`src/rtl/sdio_bus_pkg.sv`:
```
// Shared types and constants for the SDIO local-bus arbiter.
// Includes the state encoding, the default address width and the read data returned on timeout.
package sdio_bus_pkg;

    typedef enum logic [1:0] {
        IDLE    = 2'd0,
        GNT     = 2'd1,
        BUSY_WR = 2'd2,
        BUSY_RD = 2'd3
    } arb_st_e;

    localparam int AW_DEF = 16;

    localparam logic [7:0] TIMEOUT_RDATA = 8'hFF;

endpackage

```
`src/rtl/sdio_bus_rr_pick.sv`:
```
// Two-request round-robin picker.
// When both requests are high, prio selects the winner; otherwise the single requester wins.
module sdio_bus_rr_pick (
    input  logic [1:0] req,
    input  logic       prio,
    output logic       gnt,
    output logic       valid
);

    assign valid = |req;
    assign gnt   = (req == 2'b11) ? prio : req[1];

endmodule

```
`src/rtl/sdio_bus_arb.sv`:
```
// Two-master, one-slave arbiter for the byte-wide local bus, with a round-robin grant held until the transaction completes.
// The optional BUSY watchdog is compiled in with SDIO_BUS_ARB_TIMEOUT_EN.
module sdio_bus_arb
    import sdio_bus_pkg::*;
#(
    parameter int AW   = AW_DEF,
    parameter int TO_W = 8
) (
    input  logic          bus_clk,
    input  logic          rstn,
    input  logic          arb_rst,
    input  logic          m0_req,
    input  logic          m1_req,
    input  logic          m0_rd,
    input  logic          m0_wr,
    input  logic          m1_rd,
    input  logic          m1_wr,
    input  logic [AW-1:0] m0_addr,
    input  logic [AW-1:0] m1_addr,
    input  logic [7:0]    m0_wdata,
    input  logic [7:0]    m1_wdata,
    output logic          m0_ready,
    output logic          m1_ready,
    output logic          m0_rdata_ready,
    output logic          m1_rdata_ready,
    output logic [7:0]    m_rdata,
    input  logic          s_ready,
    input  logic          s_rdata_ready,
    input  logic [7:0]    s_rdata,
    output logic [AW-1:0] s_addr,
    output logic [7:0]    s_wdata,
    output logic          s_rd,
    output logic          s_wr,
    output logic          owner,
    output logic [2:0]    arb_state,
    output logic          timeout
);

    arb_st_e st_q, st_d;
    logic    owner_q, owner_d;
    logic    prio_q, prio_d;

    logic          pick_gnt;
    logic          pick_valid;
    logic          own_req;
    logic          own_rd;
    logic          own_wr;
    logic [AW-1:0] own_addr;
    logic [7:0]    own_wdata;
    logic          rdy;
    logic          rdv;
    logic          to_hit;
    logic          to_pulse;
    logic          busy;

    sdio_bus_rr_pick u_pick (
        .req   ({m1_req, m0_req}),
        .prio  (prio_q),
        .gnt   (pick_gnt),
        .valid (pick_valid)
    );

    assign own_req   = owner_q ? m1_req   : m0_req;
    assign own_rd    = owner_q ? m1_rd    : m0_rd;
    assign own_wr    = owner_q ? m1_wr    : m0_wr;
    assign own_addr  = owner_q ? m1_addr  : m0_addr;
    assign own_wdata = owner_q ? m1_wdata : m0_wdata;
    assign busy      = (st_q == BUSY_WR) || (st_q == BUSY_RD);

`ifdef SDIO_BUS_ARB_TIMEOUT_EN
    logic [TO_W-1:0] to_q, to_d;

    // The counter is zero on the first BUSY cycle because it is held clear outside BUSY.
    assign to_d   = (busy && !arb_rst) ? to_q + TO_W'(1) : '0;
    assign to_hit = busy && (&to_q) && !arb_rst;

    always_ff @(posedge bus_clk or negedge rstn) begin
        if (!rstn) begin
            to_q <= '0;
        end else begin
            to_q <= to_d;
        end
    end
`else
    assign to_hit = |{TO_W{1'b0}};
`endif

    always_comb begin
        st_d     = st_q;
        owner_d  = owner_q;
        prio_d   = prio_q;
        rdy      = 1'b0;
        rdv      = 1'b0;
        s_rd     = 1'b0;
        s_wr     = 1'b0;
        s_addr   = '0;
        s_wdata  = '0;
        m_rdata  = '0;
        to_pulse = 1'b0;

        case (st_q)
            IDLE: begin
                if (pick_valid) begin
                    owner_d = pick_gnt;
                    st_d    = GNT;
                end
            end
            GNT: begin
                s_addr  = own_addr;
                s_wdata = own_wdata;
                rdy     = s_ready;
                s_rd    = own_rd;
                s_wr    = own_wr && !own_rd;
                if (own_rd) begin
                    st_d = BUSY_RD;
                end else if (own_wr) begin
                    st_d = BUSY_WR;
                end else if (!own_req) begin
                    st_d = IDLE;
                end
            end
            BUSY_WR: begin
                s_addr  = own_addr;
                s_wdata = own_wdata;
                rdy     = s_ready;
                if (s_ready) begin
                    st_d   = IDLE;
                    prio_d = ~owner_q;
                end else if (to_hit) begin
                    rdy      = 1'b1;
                    to_pulse = 1'b1;
                    st_d     = IDLE;
                    prio_d   = ~owner_q;
                end
            end
            BUSY_RD: begin
                s_addr  = own_addr;
                rdv     = s_rdata_ready;
                m_rdata = s_rdata;
                if (s_rdata_ready) begin
                    st_d   = IDLE;
                    prio_d = ~owner_q;
                end else if (to_hit) begin
                    rdv      = 1'b1;
                    m_rdata  = TIMEOUT_RDATA;
                    to_pulse = 1'b1;
                    st_d     = IDLE;
                    prio_d   = ~owner_q;
                end
            end
            default: st_d = IDLE;
        endcase

        // A soft clear abandons any transaction and suppresses its completion strobes.
        if (arb_rst) begin
            st_d     = IDLE;
            owner_d  = 1'b0;
            prio_d   = 1'b0;
            rdy      = 1'b0;
            rdv      = 1'b0;
            s_rd     = 1'b0;
            s_wr     = 1'b0;
            s_addr   = '0;
            s_wdata  = '0;
            m_rdata  = '0;
            to_pulse = 1'b0;
        end
    end

    always_ff @(posedge bus_clk or negedge rstn) begin
        if (!rstn) begin
            st_q    <= IDLE;
            owner_q <= 1'b0;
            prio_q  <= 1'b0;
        end else begin
            st_q    <= st_d;
            owner_q <= owner_d;
            prio_q  <= prio_d;
        end
    end

    assign m0_ready       = rdy && !owner_q;
    assign m1_ready       = rdy && owner_q;
    assign m0_rdata_ready = rdv && !owner_q;
    assign m1_rdata_ready = rdv && owner_q;
    assign owner          = owner_q;
    assign arb_state      = {owner_q, st_q};
    assign timeout        = to_pulse;

endmodule

```
`config.mk`:
```
export PLATFORM = sky130hd
export DESIGN_NAME = sdio_bus_arb
export DESIGN_NICKNAME = d
export VERILOG_FILES = /design/src/rtl/sdio_bus_pkg.sv /design/src/rtl/sdio_bus_rr_pick.sv /design/src/rtl/sdio_bus_arb.sv
export SDC_FILE = /design/constraint.sdc
export NUM_CORES = 1
export LEC_CHECK = 0
export BUFFER_PORTS_ARGS = -buffer_cell sky130_fd_sc_hd__buf_2
export CAP_MARGIN = 15
export CELL_PAD_IN_SITES_DETAIL_PLACEMENT = 0
export CELL_PAD_IN_SITES_GLOBAL_PLACEMENT = 1
export CORE_MARGIN = 8
export CORE_UTILIZATION = 20
export CTS_CLUSTER_SIZE = 25
export DETAILED_ROUTE_END_ITERATION = 7
export PLACE_DENSITY = 0.85
export SKIP_CTS_REPAIR_TIMING = 1
export SYNTH_ARGS = -nofsm -noshare
export SYNTH_HDL_FRONTEND = slang
export SYNTH_SLANG_ARGS = --single-unit
```
`constraint.sdc`:
```
create_clock -name bus_clk -period 2.5 [get_ports bus_clk]
set_input_delay 0 -clock bus_clk [delete_from_list [all_inputs] [get_ports bus_clk]]
set_output_delay 0 -clock bus_clk [all_outputs]
set_load 0.1 [all_outputs]
```
## Word level (Yosys, flattened, before mapping)

Index checks and enable logic that the tools add are counted.

| storage, ports and cells | value |
|---|---|
| bits in registers | 4 |
| input bits | 67 |
| output and inout bits | 43 |
| word-level logic and storage cells | 66 |

| cells by class | value |
|---|---|
| equal/unequal tests | 8 |
| muxes and demuxes | 37 |
| bitwise logic cells | 1 |
| reductions and logical operators | 17 |

Operators by type and width:

| kind | count |
|---|---|
| $mux 16 | 3 |
| $mux 8 | 5 |
| $mux 1 | 19 |
| $mux 2 | 7 |
| $ne 3x3->1 const B | 3 |
| $pmux 2 s4 | 1 |
| $eq 2x2->1 const B | 3 |
| $logic_and 1x1->1 | 5 |
| $ne 5x5->1 const B | 1 |
| $pmux 1 s2 | 2 |
| $reduce_and 4->1 | 1 |
| $reduce_bool 2->1 | 2 |
| $reduce_or 2->1 | 2 |
| $reduce_and 3->1 | 1 |
| $reduce_bool 3->1 | 1 |
| $reduce_or 3->1 | 1 |
| $eq 2x1->1 const B | 1 |
| $logic_not 1->1 | 2 |
| $logic_not 2->1 | 1 |
| $reduce_and 2->1 | 1 |
| $not 1->1 | 1 |

## Logic depth before layout (Yosys ltp)

| depth | value |
|---|---|
| word-level depth | 6 |
| mapped depth | 6 |
| depth with buffers taken out | 6 |

## Cells and area by module

A second synthesis with hierarchy kept.

| unflattened totals | value |
|---|---|
| cell total of the unflattened synthesis | 117 |
| area total of the unflattened synthesis | 872.1 um2 |

By module, submodules not included:

| module | instances | cells each | area each (um2) | sequential area each (um2) |
|---|---|---|---|---|
| sdio_bus_arb | 1 | 114 | 854.6 | 100.1 |
| sdio_bus_rr_pick | 1 | 3 | 17.5 | 0.0 |

## Worst setup path before layout

No wires, ideal clock.

| path | value |
|---|---|
| kind | register to output |
| start | register st_q[0] |
| end | output port m0_ready |
| arrival time | 3.890 ns |
| required time | 2.500 ns |
| setup slack | -1.390 ns |
| stages on the path, launching flop included | 5 |
| path buffers | 0 |
| cell sequence | dfrtp_1 > inv_1 > ha_1 > nand2_1 > nor3b_1 |

| between the ends | value |
|---|---|
| word-level cells in the longest chain between the ends | 4 |
| elaborated cells on any way between the ends | 5 |
| those cells by class | 2 x eq/ne; 2 x mux; 1 x reduce/logical |

RTL lines:

| what | RTL line | text |
|---|---|---|
| start: declaration | sdio_bus_arb.sv:39 | `arb_st_e st_q, st_d;` |
| start signal: assignment | sdio_bus_arb.sv:176 | `st_q <= st_d;` |
| $eq 2x2->1 / $eq 2x1->1 (equally long branches) | sdio_bus_arb.sv:101 | `case (st_q)` |
| $pmux 1 s2 (*) | sdio_bus_arb.sv:101 |  |
| $mux 1 (*) | sdio_bus_arb.sv:155 | `if (arb_rst) begin` |
| $logic_and 1x1->1 (*) | sdio_bus_arb.sv:182 | `assign m0_ready = rdy && !owner_q;` |
| end: declaration | sdio_bus_arb.sv:22 | `output logic m0_ready,` |

Mark *: on every way between the ends. The rest lies on a longest branch, timed or not.

## Worst setup path after layout

| path | value |
|---|---|
| start | register st_q[0] |
| end | output port s_addr[13] |

| between the ends | value |
|---|---|
| word-level cells in the longest chain between the ends | 4 |
| elaborated cells on any way between the ends | 6 |
| those cells by class | 3 x eq/ne; 2 x mux; 1 x reduce/logical |

RTL lines:

| what | RTL line | text |
|---|---|---|
| $eq 2x2->1 / $eq 2x1->1 (equally long branches) | sdio_bus_arb.sv:101 |  |
| $reduce_or 3->1 (no source line) (*) | -- |  |
| $mux 16 (*) | sdio_bus_arb.sv:101 |  |
| $mux 16 (*) | sdio_bus_arb.sv:155 |  |
| end: declaration | sdio_bus_arb.sv:30 | `output logic [AW-1:0] s_addr,` |

Marks and branches as above.

==> results.sh <==
export IMPL_status="finished clean"
export IMPL_ir_drop_mv=0.211
export IMPL_p_per_area_nw_per_um2=511
export IMPL_wl_met2_um=1660
export IMPL_relSlewSlack=0.474
export IMPL_cp_required_ns=2.50
export IMPL_finalSetupViolCount=0
export IMPL_area_growth_pct=92.4
export IMPL_root_buffer="clkbuf_8"
export IMPL_synth_avg_cell_area_um2=7.33
export IMPL_ant_nets=0
export IMPL_initial_utilization=0.209
export IMPL_numCtsBuffers=3
export IMPL_synthTopCellsByArea="mux2i_1 31%, nor2_1 13%, dfrtp_1 12%"
export IMPL_wl_met1_um=1350
export IMPL_ys_seq_area_frac=0.120
export IMPL_final_hold_viol_count=0
export IMPL_drive_above_1_share=0.658
export IMPL_fin_area_um2=1610
export IMPL_ios=110
export IMPL_cp_arrival_ns=2.10
export IMPL_skew_ns=0.00112
export IMPL_cp_slowest_cell="or2_2"
export IMPL_synth_edf_count=0
export IMPL_fin_cells=269
export IMPL_grt_pass1_wl_um=5310
export IMPL_worstSetupPathType="reg2out"
export IMPL_synth_async_reset_ratio=1.00
export IMPL_syn_inst=114
export IMPL_wl_met3_um=512
export IMPL_grt_max_degree=32
export IMPL_htreeDepth=1
export IMPL_netlist_area_um2=836
export IMPL_setup_ws_ns=0.403
export IMPL_clk_pin_slew_ns=0.03
export IMPL_dpl_hpwl_um=3090
export IMPL_finalCritPeriodShare=0.839
export IMPL_yosys_warnings=0
export IMPL_place_ws_ns=0.613
export IMPL_die_area_um2=6500
export IMPL_cap_violations=0
export IMPL_fmax_mhz=477
export IMPL_synth_top_area_share=0.311
export IMPL_vias_per_cell=4.42
export IMPL_highest_layer="met4"
export IMPL_routed_wirelength_um=3540
export IMPL_drt_iter0_drc=19
export IMPL_gr_total_overflow=0
export IMPL_finalMaxSlewViolations=0
export IMPL_io_buffers=108
export IMPL_grt_pass1_vias=1250
export IMPL_gp_congestion=0.766
export IMPL_synth_seq_cells=4
export IMPL_synth_cell_types=27
export IMPL_fin_crit_ns=2.10
export IMPL_worst_slew_pin_slew_ns=0.789
export IMPL_crit_path_max_incr_delay_ns=0.59
export IMPL_worstPathMaxFanout=16
export IMPL_synth_fp_nets=186
export IMPL_p_leak_nw=0.866
export IMPL_antenna_found_initial=0
export IMPL_placed_area_um2=1550
export IMPL_drt_pass1_iterations=3
export IMPL_fp_dieW_um=80.6
export IMPL_ctsLongestPathBuffers=2
export IMPL_synth_flop_cell="dfrtp_1"
export IMPL_die_y_um=80.6
export IMPL_worst_skew_pair_late_latency_ns=0.22
export IMPL_critPathTopFamily="simple AND/OR/NAND/NOR gates"
export IMPL_path_cells="inv_1 -> ha_1 -> or2_2 -> nor2_4 -> buf_2"
export IMPL_yosysTopAreaCell="mux2i_1"
export IMPL_row_count=23
export IMPL_crit_path_start_kind="register"
export IMPL_drc_errors=0
export IMPL_hp_class="in2reg"
export IMPL_wl_per_cell_um=13.2
export IMPL_antenna_cells=0
export IMPL_cts_tree="yes"
export IMPL_grtUsageTotal=0.100
export IMPL_fin_nets=292
export IMPL_end_kind="primary output"
export IMPL_cts_sinks=4
export IMPL_core_area_um2=4000
export IMPL_cp_num_buf_inv=2
export IMPL_placed_cells=264
export IMPL_rsz0062_at_grt="no"
export IMPL_vias=1188
[worst paths after layout]
path,start,to,slack [ns],depth (start not counted)
setup / recovery,st_q[0],s_addr[13],0.40,5
hold / removal,arb_rst,prio_q,0.01,2
setup reg to reg,st_q[0],st_q[1],0.84,5
hold reg to reg,st_q[1],st_q[1],0.53,1
max in group asynchronous,rstn,st_q[1],2.25,2
min in group asynchronous,rstn,owner,0.12,2
[logic make-up (layout without fill, tap and decap cells)]
| group | Yosys count | after routing | share of synthesized area |
|---|---|---|---|
| compound gates | 11 | 11 | 0.0958 |
| fa+ha+maj | 5 | 5 | 0.0749 |
| buf+inv | 14 | 119 | 0.0868 |
| flops | 4 | 4 | 0.120 |
| mux | 26 | 26 | 0.311 |
| other cells | 1 | 1 | 0.00449 |
| simple gates | 53 | 53 | 0.307 |
[per-layer routing]
| metal | vias to the layer above | global-route usage |
|---|---|---|
| li1 | 605 | - |
| met1 | 515 | 0.0978 |
| met2 | 66 | 0.176 |
| met3 | 2 | 0.0658 |
| met4 | 0 | 0.0109 |
| met5 | - | 0 |
[power by group]
group	switching, mW	total (mW)	internal, mW
clock network	0.0357	0.145	0.109
logic	0.454	0.596	0.142
registers	0.00857	0.0810	0.0724
[cells in the final DEF, fill, tap and decap left out, drive strengths merged, types with 2 or more instances in the layout]
master,instances
mux2i,26
clkbuf,4
inv,5
nand2b,2
nor2,30
and3,9
nor3b,4
o21ai,3
dfrtp,4
nand2,4
buf,109
ha,5
[worst reg2reg max path: cells and delay by family (launching register included)]
family / cells / cell delay, ns
AO/OA/AOI/OAI: 3 / 0.77
flip-flops: 1 / 0.42
adder cells (fa/ha/maj): 1 / 0.30
buffers and inverters: 1 / 0.10
[synth_stat cells (all sizes together) (2+ instances only)]
| master | n |
|---|---|
| dfrtp | 4 |
| nand2 | 4 |
| clkbuf | 4 |
| mux2i | 26 |
| ha | 5 |
| nor3b | 4 |
| and3 | 9 |
| nand2b | 2 |
| o21ai | 3 |
| nor2 | 30 |
| inv | 5 |
| buf | 5 |
[stage by stage]
step                hold slack [ns]  power [mW]  utilization  TNS, ns
global placement             -0.190       0.681        0.388        0
floorplan                    -0.296       0.573            -    -1.34
finish                       0.0102       0.822        0.402        0
detailed placement           -0.192       0.683        0.388        0
CTS                          -0.420       0.830        0.399        0
global route                 0.0121       0.865        0.402        0
[final cells by class]
type	count	area, um^2
Tap cell	50	62.6
Fill cell	417	2390
Sequential cell	4	104
Inverter	5	18.8
Clock buffer	4	45.0
Timing Repair Buffer	110	558
Multi-Input combinational cell	96	820
[state kept, by name, summed over array words and instances, names as in the netlist]
register / cells
owner: 1
prio_q: 1
st_q: 2
(Power assumes the default switching activity.)
